### config.mk
export PLATFORM = sky130hd
export DESIGN_NAME = seq_gen_serial_moore
export DESIGN_NICKNAME = d
export VERILOG_FILES = /design/src/rtl/seq_gen_serial_moore.sv
export SDC_FILE = /design/constraint.sdc
export NUM_CORES = 1
export LEC_CHECK = 0
export ABC_AREA = 1
export BUFFER_PORTS_ARGS = -buffer_cell sky130_fd_sc_hd__buf_2
export CORE_MARGIN = 2
export CORE_UTILIZATION = 45
export DETAILED_ROUTE_END_ITERATION = 8
export PLACE_DENSITY = 0.65
export SETUP_SLACK_MARGIN = 0.15
export SLEW_MARGIN = 15
export SYNTH_ARGS = -nofsm -noshare
export SYNTH_HDL_FRONTEND = slang
export SYNTH_SLANG_ARGS = --single-unit
### constraint.sdc
create_clock -name clk -period 1.7 [get_ports clk]
set_input_delay 0.34 -clock clk [delete_from_list [all_inputs] [get_ports clk]]
set_output_delay 0.34 -clock clk [all_outputs]
set_load 0.03 [all_outputs]
### src/rtl/seq_gen_serial_moore.sv
// Serial pattern generator: latches a pattern/length on start and shifts it out MSB-first.
// Optional SEQ_GEN_REPEAT_EN adds continuous mode via repeat_mode (repeat is a reserved word).
module seq_gen_serial_moore #(
  parameter int unsigned WIDTH = 8,
  parameter int unsigned CNT_W = $clog2(WIDTH) + 1
) (
  input  logic             clk,
  input  logic             rst_n,
  input  logic             start,
  input  logic [WIDTH-1:0] pattern,
  input  logic [CNT_W-1:0] len,
`ifdef SEQ_GEN_REPEAT_EN
  input  logic             repeat_mode,
`endif
  output logic             d_out,
  output logic             d_valid,
  output logic             busy,
  output logic             done
);

  typedef enum logic [1:0] {
    IDLE  = 2'd0,
    SHIFT = 2'd1,
    DONE  = 2'd2
  } state_t;

  state_t           state, state_nxt;
  logic [WIDTH-1:0] shreg, shreg_nxt;
  logic [CNT_W-1:0] cnt, cnt_nxt;
  logic [CNT_W-1:0] load_cnt_c;
  logic             d_out_nxt, d_valid_nxt, busy_nxt, done_nxt;

`ifdef SEQ_GEN_REPEAT_EN
  logic [WIDTH-1:0] reload, reload_nxt;
  logic [CNT_W-1:0] len_m1, len_m1_nxt;
`endif

  // Effective length minus one: zero or oversize lengths send the full pattern
  always_comb begin
    load_cnt_c = len - CNT_W'(1);
    if ((len == '0) || (len > CNT_W'(WIDTH))) begin
      load_cnt_c = CNT_W'(WIDTH - 1);
    end
  end

  // Next-state, datapath and next-output decode
  always_comb begin
    state_nxt = state;
    shreg_nxt = shreg;
    cnt_nxt   = cnt;
`ifdef SEQ_GEN_REPEAT_EN
    reload_nxt = reload;
    len_m1_nxt = len_m1;
`endif
    unique case (state)
      IDLE: begin
        if (start) begin
          shreg_nxt = pattern;
          cnt_nxt   = load_cnt_c;
          state_nxt = SHIFT;
`ifdef SEQ_GEN_REPEAT_EN
          reload_nxt = pattern;
          len_m1_nxt = load_cnt_c;
`endif
        end
      end
      SHIFT: begin
        shreg_nxt = shreg << 1;
        if (cnt == '0) begin
          state_nxt = DONE;
`ifdef SEQ_GEN_REPEAT_EN
          if (repeat_mode) begin
            shreg_nxt = reload;
            cnt_nxt   = len_m1;
            state_nxt = SHIFT;
          end
`endif
        end else begin
          cnt_nxt = cnt - CNT_W'(1);
        end
      end
      DONE: begin
        state_nxt = IDLE;
      end
      default: begin
        state_nxt = IDLE;
      end
    endcase

    // Outputs are a pure function of the state being entered, then registered
    d_valid_nxt = (state_nxt == SHIFT);
    d_out_nxt   = (state_nxt == SHIFT) ? shreg_nxt[WIDTH-1] : 1'b0;
    busy_nxt    = (state_nxt != IDLE);
    done_nxt    = (state_nxt == DONE);
  end

  always_ff @(posedge clk or negedge rst_n) begin
    if (!rst_n) begin
      state   <= IDLE;
      shreg   <= '0;
      cnt     <= '0;
      d_out   <= 1'b0;
      d_valid <= 1'b0;
      busy    <= 1'b0;
      done    <= 1'b0;
`ifdef SEQ_GEN_REPEAT_EN
      reload  <= '0;
      len_m1  <= '0;
`endif
    end else begin
      state   <= state_nxt;
      shreg   <= shreg_nxt;
      cnt     <= cnt_nxt;
      d_out   <= d_out_nxt;
      d_valid <= d_valid_nxt;
      busy    <= busy_nxt;
      done    <= done_nxt;
`ifdef SEQ_GEN_REPEAT_EN
      reload  <= reload_nxt;
      len_m1  <= len_m1_nxt;
`endif
    end
  end

endmodule

# --- Word level (Yosys, flattened, before mapping) ---
# Index checks and enable logic that the tools add are counted.
# Widths: inputs -> output; s select.
word_totals:
  ff_bits: 18
  inputBits: 15
  out_inout_bits: 4
  elab_cells: 34
op_classes:
  add_sub_neg: 2
  n_lt_le_gt_ge: 1
  eq_ne: 5
  mux: 10
  reduce_logical: 8
ops:
  columns: ["op", "n"]
  rows:
  - ["$pmux 8 s2", 1]
  - ["$mux 4", 3]
  - ["$logic_not 4->1", 2]
  - ["$mux 8", 1]
  - ["$pmux 4 s2", 1]
  - ["$sub 4x1->4 const B", 2]
  - ["$eq 2x1->1 const B", 2]
  - ["$gt 4x4->1 const B", 1]
  - ["$mux 2", 2]
  - ["$ne 2x2->1 const B", 2]
  - ["$pmux 2 s2", 1]
  - ["$reduce_bool 2->1", 2]
  - ["$reduce_and 3->1", 1]
  - ["$eq 2x2->1 const B", 1]
  - ["$logic_not 2->1", 1]
  - ["$reduce_and 2->1", 1]
  - ["$logic_or 1x1->1", 1]
  - ["$mux 1", 1]

# --- Longest topological paths before layout ---
# Gate-level depths: netlist of run 1.
logic_depth:
  word_depth: 5
  depth_mapped: 10
  ltp_nobuf: 10

# --- Worst setup path before layout of run 1 ---
# OpenSTA, ideal clock, no wires.
synth_timing:
  path_type: "register -> register"
  start: "reg cnt[0]"
  end: "reg cnt[2]"
  setup_time_ns: 0.122
  arrival_ns: 1.115
  t_required_ns: 1.578
  setup_slack_ns: 0.463
  path_stages_with_launch: 8
  n_path_buf: 0
  synth_period_minus_slack_ns: 1.237
  path_cell_list: "dfrtp_1 inv_1 ha_1 nand3_1 nand2_4 nand2_8 o211ai_2 o21ai_2"
synth_between:
  elab_chain_cells: 3
  word_cells_on_any_way: 6
  cone_classes: "add/sub: 1; eq/ne: 1; mux: 2; reduce/logical: 2"
synth_lines:
  columns: ["item", "line_no", "source"]
  rows:
  - ["start, declared", "29", "logic [CNT_W-1:0] cnt, cnt_nxt;"]
  - ["start signal, assigned", "113", "cnt <= cnt_nxt;"]
  - ["$sub 4x1->4 or $logic_not 4->1 (tied branches)", "79, 69", null]
  - ["$mux 4 or $ne 2x2->1 (tied branches)", null, null]
  - ["$pmux 4 s2 or $reduce_and 3->1 (tied branches)", null, null]
# Several ways; a longest one is shown, not always the timed one. The select of a mux whose other input is x is not followed.
# A chain may end at the register's enable or synchronous reset.

# --- Final worst setup path of run 1 ---
# Same ends and word-level chain as after synthesis.

==> flow_metrics.tcl, run 1 <==
set metrics [dict create \
    coreArea_sq_um 1960 \
    yosys.area.top_type_share_pct 48.6 \
    worst_ep_arrival_time_ns 1.52 \
    io_pins 19 \
    hold_violations 0 \
    sw_frac_of_total_pct 44.2 \
    portBuffers 18 \
    p_int_w 0.00110 \
    post_cts_buffers 0 \
    syn_area_sq_um 927 \
    antenna_found_initial 0 \
    cp.required_ns 1.88 \
    tightest_slew_ns 0.391 \
    n_fill_cell 208 \
    cts_root_buffer "clkbuf_4" \
    peakVddDrop_uv 667 \
    seq_power_share_pct 35.9 \
    post-dp-hpwl_um 1210 \
    nets 149 \
    drt-wirelength-per-cell_um 10.3 \
    dieArea_sq_um 2440 \
    async_reset_ff_share_pct 100 \
    timing.hold.ws_ns 0.247 \
    status "completed" \
    grt_max_degree 19 \
    vias_per_cell 4.62 \
    avgSynthCellArea_sq_um 8.66 \
    yosys_register_bits 18 \
    core.rowCount 16 \
    worstPathCellList "inv_1 -> ha_1 -> nand3_1 -> nand2_4 -> nand2_8 -> o211ai_2 -> o21ai_2" \
    die_x_um 49.4 \
    grt_pass1_vias 699 \
    layout.cell_area.non_filler_sq_um 1090 \
    use_met2_pct 25.9 \
    use_met3_pct 2.76 \
    slowest_stage "dfrtp_1" \
    min-delay-path-class "input pin to register" \
    place_area_sq_um 1050 \
    drive_above_1_share_pct 27.7 \
    p_comb_share_pct 53.8 \
    end_kind "register" \
    yosysWarnings 0 \
    grt_use_met1_pct 19.6 \
    synth_cell_types 24 \
    synth_edf_count 0 \
    htree_levels 1 \
    clkTransAtPathRegs_ns 0.09 \
    max_freq_ghz 0.748 \
    top_usage_layer "met2" \
    startpoint_type "register" \
    diodes 0 \
    slowest_delay_ns 0.39 \
    max_cap_violations 0 \
    drt_first_pass_iters 4 \
    cts-buffers-inserted 3 \
    yosysSeqAreaShare_pct 48.6 \
    synthFlopType "dfrtp_1" \
    setup_tns_ns 0 \
    clkLatencyLatePin_ns 0.29 \
    grt_pass1_wl_um 2940 \
    leakage_nw 0.588 \
    tritoncts "yes" \
    syn2layout_area_growth_pct 17.3 \
    syn-num-nets 124 \
    drt_iter0_drc 5 \
    setup_viol 0 \
    routed_wl_um 1620 \
    synthCells 107 \
    finClkSkew_ns 0.00246 \
    grt_overflow 0 \
    rsz0062_at_grt "no" \
    fin_crit_ns 1.34 \
    ys_top_cells_by_area "dfrtp_1, nand2_1, inv_1" \
    clock_path_buffers 2 \
    pwr-share-clk_pct 10.3 \
    path_class "register to register" \
    initial_core_util_pct 47.3 \
    cp_max_fo 8 \
    ant_nets 0 \
    finish.utilization_pct 55.4 \
    slew_violations 0 \
    num_vias 725 \
    p_switching_w 0.000870 \
    grt_use_total_pct 15.7 \
    drc 0 \
    relSlewSlack_pct 73.9 \
    yosys.area.top_type "dfrtp_1" \
    die_h_um 49.4 \
    fin_crit_sh_pct 78.6 \
    place_congestion 0.712 \
    power_density_nw_per_um2 1810 \
    cts_sinks 18 \
]
-- stage by stage --
| stage | instances | total power (W) | worst slack, ns |
|---|---|---|---|
| 2_1_floorplan | 107 | 0.00156 | 0.463 |
| 3_3_place_gp | 153 | 0.00176 | 0.345 |
| 3_5_place_dp | 153 | 0.00179 | 0.303 |
| 4_1_cts | 157 | 0.00200 | 0.349 |
| 5_1_grt | 157 | 0.00216 | 0.241 |
| 6_report | 157 | 0.00197 | 0.364 |
-- cell families after synthesis --
group,after synthesis,synth area share [%]
buffers and inverters,19,8.77
and+or+nand+nor,57,30.0
DFF,18,48.6
xor gates and xnor gates,1,0.945
AOI/OAI and AO/OA,10,9.04
adders and majority gates,2,2.70
-- registers in the layout, indices dropped and copies added (netlist names) --
signal,flops
shreg,8
cnt,4
busy,1
d_out,1
d_valid,1
done,1
state,2
-- synthesized netlist by cell type, types with 2 or more instances --
cell	instances
a22oi_1	3
o211ai_1	3
dfrtp_1	18
nand4_1	2
inv_2	2
nand2_1	36
nand3_1	6
nor2_1	5
ha_1	2
nor2_4	2
inv_1	15
-- repair_timing --
item	in CTS	in global routing
gates resized for setup	0	0
hold endpoints to repair	18	0
endpoints found under the setup margin	0	0
hold buffers	1	0
-- cell usage in the layout, fill, tap and decap left out --
cell type and instances:
nand3_2 1, xor2_1 1, nor2_2 1, nand2_2 1
buf_2 18, nor3_1 1, o21ai_2 1, inv_1 15
o21ai_0 1, nand3_1 6, inv_2 2, ha_1 2
a22oi_1 3, o211ai_2 1, nand2_8 1, o211ai_1 3
o22ai_2 1, nor2_1 5, dfrtp_1 18, nor2_4 2
nand2_4 1, buf_4 2, nand2_1 36, inv_4 1
nand4_1 2, dlygate4sd3_1 1, clkbuf_4 3
-- power by group through the flow --
| stage | Clock (W) | Sequential, W | Combinational [W] |
|---|---|---|---|
| after detailed placement | 0 | 0.000717 | 0.00107 |
| after floorplan | 0 | 0.000784 | 0.000772 |
| after global placement | 0 | 0.000715 | 0.00104 |
| final | 0.000203 | 0.000706 | 0.00106 |
| after CTS | 0.000215 | 0.000707 | 0.00108 |
| after global routing | 0.000229 | 0.000729 | 0.00120 |
-- per-layer routing --
layer	up-vias	share of wire, %
met5	-	0
met4	0	1.8
met3	4	3.0
met2	16	47
met1	317	48
li1	388	-
-- final cells by class --
type	instances	area (sq um)	share of cell area [%]
flip-flops and latches	18	450	41.4
multi-input cells	70	395	36.4
well taps	27	33.8	3.11
repair buffers	21	115	10.6
clock buffers	3	22.5	2.07
inverters	18	70.1	6.44
-- critical path, delay by kind of cell (launching register included) --
kind	cells	cell delay [ns]
flops	1	0.39
simple gates	3	0.38
fa+ha+maj	1	0.20
compound gates	2	0.14
buf+inv	1	0.12
-- worst paths after layout --
check                           end        from  slack, ns  cells after the start
min in group asynchronous     d_out       rst_n       0.50                      2
hold / removal             shreg[2]  pattern[2]       0.25                      3
hold reg to reg            shreg[7]    shreg[7]       0.48                      2
setup reg to reg             cnt[2]      cnt[0]       0.36                      7
max in group asynchronous      busy       rst_n       0.92                      2
setup / recovery             cnt[2]      cnt[0]       0.36                      7
Note: power is estimated with default switching activity, not from simulation.
==> run 2, diff against run 1 <==
==> constraint.sdc (replaced) <==
create_clock -name clk -period 1.35 [get_ports clk]
set_input_delay 0.27 -clock clk [delete_from_list [all_inputs] [get_ports clk]]
set_output_delay 0.27 -clock clk [all_outputs]
set_load 0.03 [all_outputs]
==> run 2 against run 1 <==
  * Flip-flop and latch count did not move
  * Clock-buffer cell count rose by 1
  * Wire length rose by 13%
  * Non-clock buffer count rose by 8
  * Largest cell class unchanged
  * Cell area rose by 10%
  * Combinational power rose by 52%
==> flow_metrics.tcl, run 2 (synthesized netlist as in run 1, its figures left out) <==
set metrics [dict create \
    power_density_nw_per_um2 2370 \
    tightest_slew_ns 0.395 \
    grt_overflow 0 \
    worstPathCellList "nor2_2 -> inv_1 -> buf_4 -> o211ai_2 -> o21ai_2" \
    routed_wl_um 1830 \
    top_regs "shreg: 8 flops, cnt: 4 flops, state: 2 flops" \
    syn2layout_area_growth_pct 29.1 \
    drt_iter0_drc 13 \
    antenna_found_initial 0 \
    cp.required_ns 1.54 \
    die_h_um 49.4 \
    n_fill_cell 175 \
    diodes 0 \
    setup_tns_ns 0 \
    portBuffers 18 \
    fin_crit_sh_pct 89.4 \
    dieArea_sq_um 2440 \
    max_freq_ghz 0.829 \
    relSlewSlack_pct 73.6 \
    num_vias 793 \
    clock_path_buffers 2 \
    worst_ep_arrival_time_ns 1.39 \
    layout_common_cells "nand2_1, dfrtp_1, buf_2" \
    drt-wirelength-per-cell_um 11.0 \
    setup_viol 0 \
    layout_commonest_cell "nand2_1" \
    slowest_delay_ns 0.41 \
    min-delay-path-class "input pin to register" \
    startpoint_type "register" \
    max_cap_violations 0 \
    end_kind "register" \
    place_congestion 0.740 \
    finish.utilization_pct 61.0 \
    tritoncts "yes" \
    finClkSkew_ns 0.000688 \
    io_pins 19 \
    grt_max_degree 19 \
    grt_pass1_wl_um 3410 \
    drc 0 \
    slowest_stage "dfrtp_1" \
    ant_nets 0 \
    fin_crit_ns 1.21 \
    htree_levels 1 \
    grt_pass1_vias 817 \
    peakVddDrop_uv 1000 \
    nets 157 \
    cts_sinks 18 \
    post-dp-hpwl_um 1360 \
    clkTransAtPathRegs_ns 0.10 \
    path_class "register to register" \
    drive_above_1_share_pct 37.4 \
    cp_max_fo 5 \
    core.rowCount 16 \
    largest_reg_flops 8 \
    die_x_um 49.4 \
    cts-buffers-inserted 3 \
    leakage_nw 0.635 \
    grt_use_total_pct 18.5 \
    slew_violations 0 \
    status "completed" \
    initial_core_util_pct 47.3 \
    regMostFlops "shreg" \
    coreArea_sq_um 1960 \
    vias_per_cell 4.78 \
    drt_first_pass_iters 4 \
    hold_violations 0 \
    clkLatencyLatePin_ns 0.29 \
    cts_root_buffer "clkbuf_4" \
    rsz0062_at_grt "yes" \
]
run 2: cell type report:
class | count | area (sq um) | share of cell area [%]
clock buffer | 4 | 36.3 | 3.03
inverter | 18 | 70.1 | 5.85
multi-input combinational | 70 | 432 | 36.1
sequential | 18 | 450 | 37.6
tap | 27 | 33.8 | 2.82
timing repair buffer | 29 | 175 | 14.6
run 2: final timing paths:
check                      startpoint  endpoint  slack [ns]  cells past startpoint
max                          state[1]    cnt[2]        0.14                      5
min                        pattern[2]  shreg[2]        0.18                      3
max reg2reg                  state[1]    cnt[2]        0.14                      5
min reg2reg                  shreg[7]  shreg[7]        0.49                      2
max in group asynchronous       rst_n  shreg[5]        0.64                      2
min in group asynchronous       rst_n      busy        0.43                      2
run 2: critical path, delay by kind of cell, from the launching register on:
family                 cells  cell delay, ns
and+or+nand+nor            1            0.18
AOI/OAI and AO/OA          2            0.23
DFF                        1            0.41
buffers and inverters      2            0.28
run 2: routing by layer:
metal | wire length, um | vias to the layer above | GRT usage (%)
li1 | - | 401 | -
met1 | 797 | 373 | 20.7
met2 | 937 | 14 | 33.1
met3 | 44 | 5 | 2.76
met4 | 54 | 0 | 11.1
met5 | 0 | - | 0
run 2: timing repair:
action / in CTS / in global routing
hold endpoints to repair: 18 / 0
gates resized for setup: 3 / 5
gates cloned: 0 / 0
pin swaps: 1 / 4
hold buffers: 1 / 0
setup endpoints to repair: 6 / 13
setup buffers: 3 / 2
run 2: metrics by stage:
stage	total power [W]	worst slack [ns]	instances	hold slack [ns]	area (sq um)
3_3_place_gp	0.00228	0.0972	156	0.220	1080
6_report	0.00284	0.144	166	0.178	1200
5_1_grt	0.00310	0.0655	166	0.173	1200
4_1_cts	0.00276	0.151	164	0.176	1160
3_5_place_dp	0.00232	0.0613	156	0.217	1080
2_1_floorplan	0.00198	0.152	107	-0.0256	935
run 2: where the power goes:
group	switching (W)	internal [W]
Clock	0.000164	0.000164
Sequential	0.000122	0.000787
Combinational	0.000942	0.000665
==> run 3, diff against run 2 <==
==> constraint.sdc (replaced) <==
create_clock -name clk -period 1.4 [get_ports clk]
set_input_delay 0.28 -clock clk [delete_from_list [all_inputs] [get_ports clk]]
set_output_delay 0.28 -clock clk [all_outputs]
set_load 0.03 [all_outputs]
==> run 3 against run 2 <==
  * Critical path depth is 1 higher
  * Clock power fell by 2%
  * Register-to-register slack better by 0.03 ns
  * Power shrank 2.5%
  * Sequential power fell by 3.0%
  * Global-route usage is 2.0 points lower
  * Cell area shrank 0.31%
  * Clock-buffer cell count is the same
  * Final cell count decreased by 1.2%
  * Largest cell class unchanged
==> flow_metrics.tcl, run 3 (synthesized netlist as in run 1, its figures left out) <==
set metrics [dict create \
    status "completed" \
    place_ws_ns 0.0628 \
    grt_use_met1_pct 19.4 \
    setup_ws_ns 0.170 \
    top_regs "shreg: 8 flops, cnt: 4 flops, state: 2 flops" \
    layout_common_cells "nand2_1, dfrtp_1, buf_2" \
    setup_tns_ns 0 \
    drt_first_pass_iters 3 \
    end_kind "register" \
    dieArea_sq_um 2440 \
    drive_above_1_share_pct 36.5 \
    regMostFlops "shreg" \
    sw_frac_of_total_pct 43.2 \
    grt_max_degree 19 \
    die_h_um 49.4 \
    worstPathCellList "inv_2 -> ha_4 -> buf_6 -> xor2_2 -> o211ai_2 -> o21ai_2" \
    cts-buffers-inserted 3 \
    cts_root_buffer "clkbuf_4" \
    largest_reg_flops 8 \
    setup_viol 0 \
    htree_levels 1 \
    die_x_um 49.4 \
    finClkSkew_ns 0.00316 \
    relSlewSlack_pct 73.4 \
    coreArea_sq_um 1960 \
    fin_crit_sh_pct 87.9 \
    n_fill_cell 186 \
    vias_per_cell 4.78 \
    clock_path_buffers 2 \
    num_vias 784 \
    rsz0062_at_grt "yes" \
    use_met2_pct 28.4 \
    max_cap_violations 0 \
    initial_core_util_pct 47.3 \
    layout_commonest_cell "nand2_1" \
    clkTransAtPathRegs_ns 0.10 \
    cp_max_fo 4 \
    p_int_w 0.00158 \
    peakVddDrop_uv 1050 \
    grt_use_total_pct 16.6 \
    core.rowCount 16 \
    final_cells 164 \
    min-delay-path-class "input pin to register" \
    worst_ep_arrival_time_ns 1.42 \
    tightest_slew_ns 0.399 \
    slew_violations 0 \
    cp.required_ns 1.59 \
    p_comb_share_pct 56.6 \
    io_pins 19 \
    diodes 0 \
    max_freq_ghz 0.813 \
    seq_power_share_pct 31.8 \
    grt_pass1_wl_um 3020 \
    top_usage_layer "met2" \
    nets 155 \
    syn2layout_area_growth_pct 28.7 \
    post-dp-hpwl_um 1280 \
    path_class "register to register" \
    startpoint_type "register" \
    leakage_nw 0.628 \
    drt_iter0_drc 5 \
    portBuffers 18 \
    tritoncts "yes" \
    pwr-share-clk_pct 11.6 \
    grt_pass1_vias 747 \
    place_congestion 0.752 \
    power_density_nw_per_um2 2320 \
    p_switching_w 0.00120 \
    fin_crit_ns 1.23 \
    slowest_stage "dfrtp_1" \
    drt-wirelength-per-cell_um 11.3 \
    antenna_found_initial 0 \
    use_met3_pct 2.76 \
    hold_violations 0 \
    cts_sinks 18 \
    drc 0 \
    post-place-cells 155 \
    grt_overflow 0 \
    slowest_delay_ns 0.37 \
    clkLatencyLatePin_ns 0.30 \
    ant_nets 0 \
    routed_wl_um 1850 \
]
-- run 3: cell count changes in the layout (fill, tap and decap cells not counted), sizes merged --
cell | previous run | this run
buf | 28 | 26
-- run 3: through the flow --
stage / util, % / power [W] / cell area [sq um] / hold slack, ns
detailed placement: 54.5 / 0.00220 / 1070 / 0.231
floorplan: - / 0.00189 / 927 / -0.0156
finish: 60.8 / 0.00277 / 1190 / 0.176
global placement: 54.5 / 0.00217 / 1070 / 0.228
CTS: 57.7 / 0.00256 / 1130 / 0.175
global route: 60.8 / 0.00300 / 1190 / 0.178
-- run 3: layout make-up --
class	instances	area [sq um]	area share, %
Sequential cell	18	450	37.7
Tap cell	27	33.8	2.83
Multi-Input combinational cell	70	435	36.5
Timing Repair Buffer	27	168	14.0
Inverter	18	70.1	5.87
Clock buffer	4	36.3	3.04
-- run 3: repair_timing --
action                     4_1_cts  5_1_grt
hold endpoints to repair        18        0
resized for setup                4        9
pin swaps                        2        4
setup endpoints to repair        5        8
hold buffers                     1        0
setup buffers                    1        3
-- run 3: worst paths after layout --
kind / startpoint / cells after the start / to / slack (ns)
max in group asynchronous: rst_n / 2 / cnt[2] / 0.69
hold reg to reg: shreg[7] / 2 / shreg[7] / 0.50
min in group asynchronous: rst_n / 2 / shreg[5] / 0.42
setup reg to reg: cnt[0] / 6 / cnt[2] / 0.17
setup / recovery: cnt[0] / 6 / cnt[2] / 0.17
hold / removal: pattern[5] / 3 / shreg[5] / 0.18
-- run 3: worst max-delay path: cells and delay by family (launching register included) --
kind / cells / cell delay [ns]
flip-flops: 1 / 0.37
XOR/XNOR: 1 / 0.17
AO/OA/AOI/OAI: 2 / 0.23
buffers and inverters: 2 / 0.19
adder cells (fa/ha/maj): 1 / 0.17
-- run 3: power by group through the flow --
stage | registers (W) | logic [W] | clock network [W]
after floorplan | 0.000952 | 0.000938 | 0
after global placement | 0.000869 | 0.00130 | 0
after detailed placement | 0.000876 | 0.00132 | 0
after CTS | 0.000870 | 0.00136 | 0.000330
after global routing | 0.000906 | 0.00174 | 0.000357
final | 0.000882 | 0.00157 | 0.000322
-- run 3: metal layers --
| metal | vias to the layer above | routed length [um] |
|---|---|---|
| met5 | - | 0 |
| met4 | 0 | 46 |
| met3 | 5 | 65 |
| met2 | 17 | 958 |
| met1 | 363 | 779 |
| li1 | 399 | - |
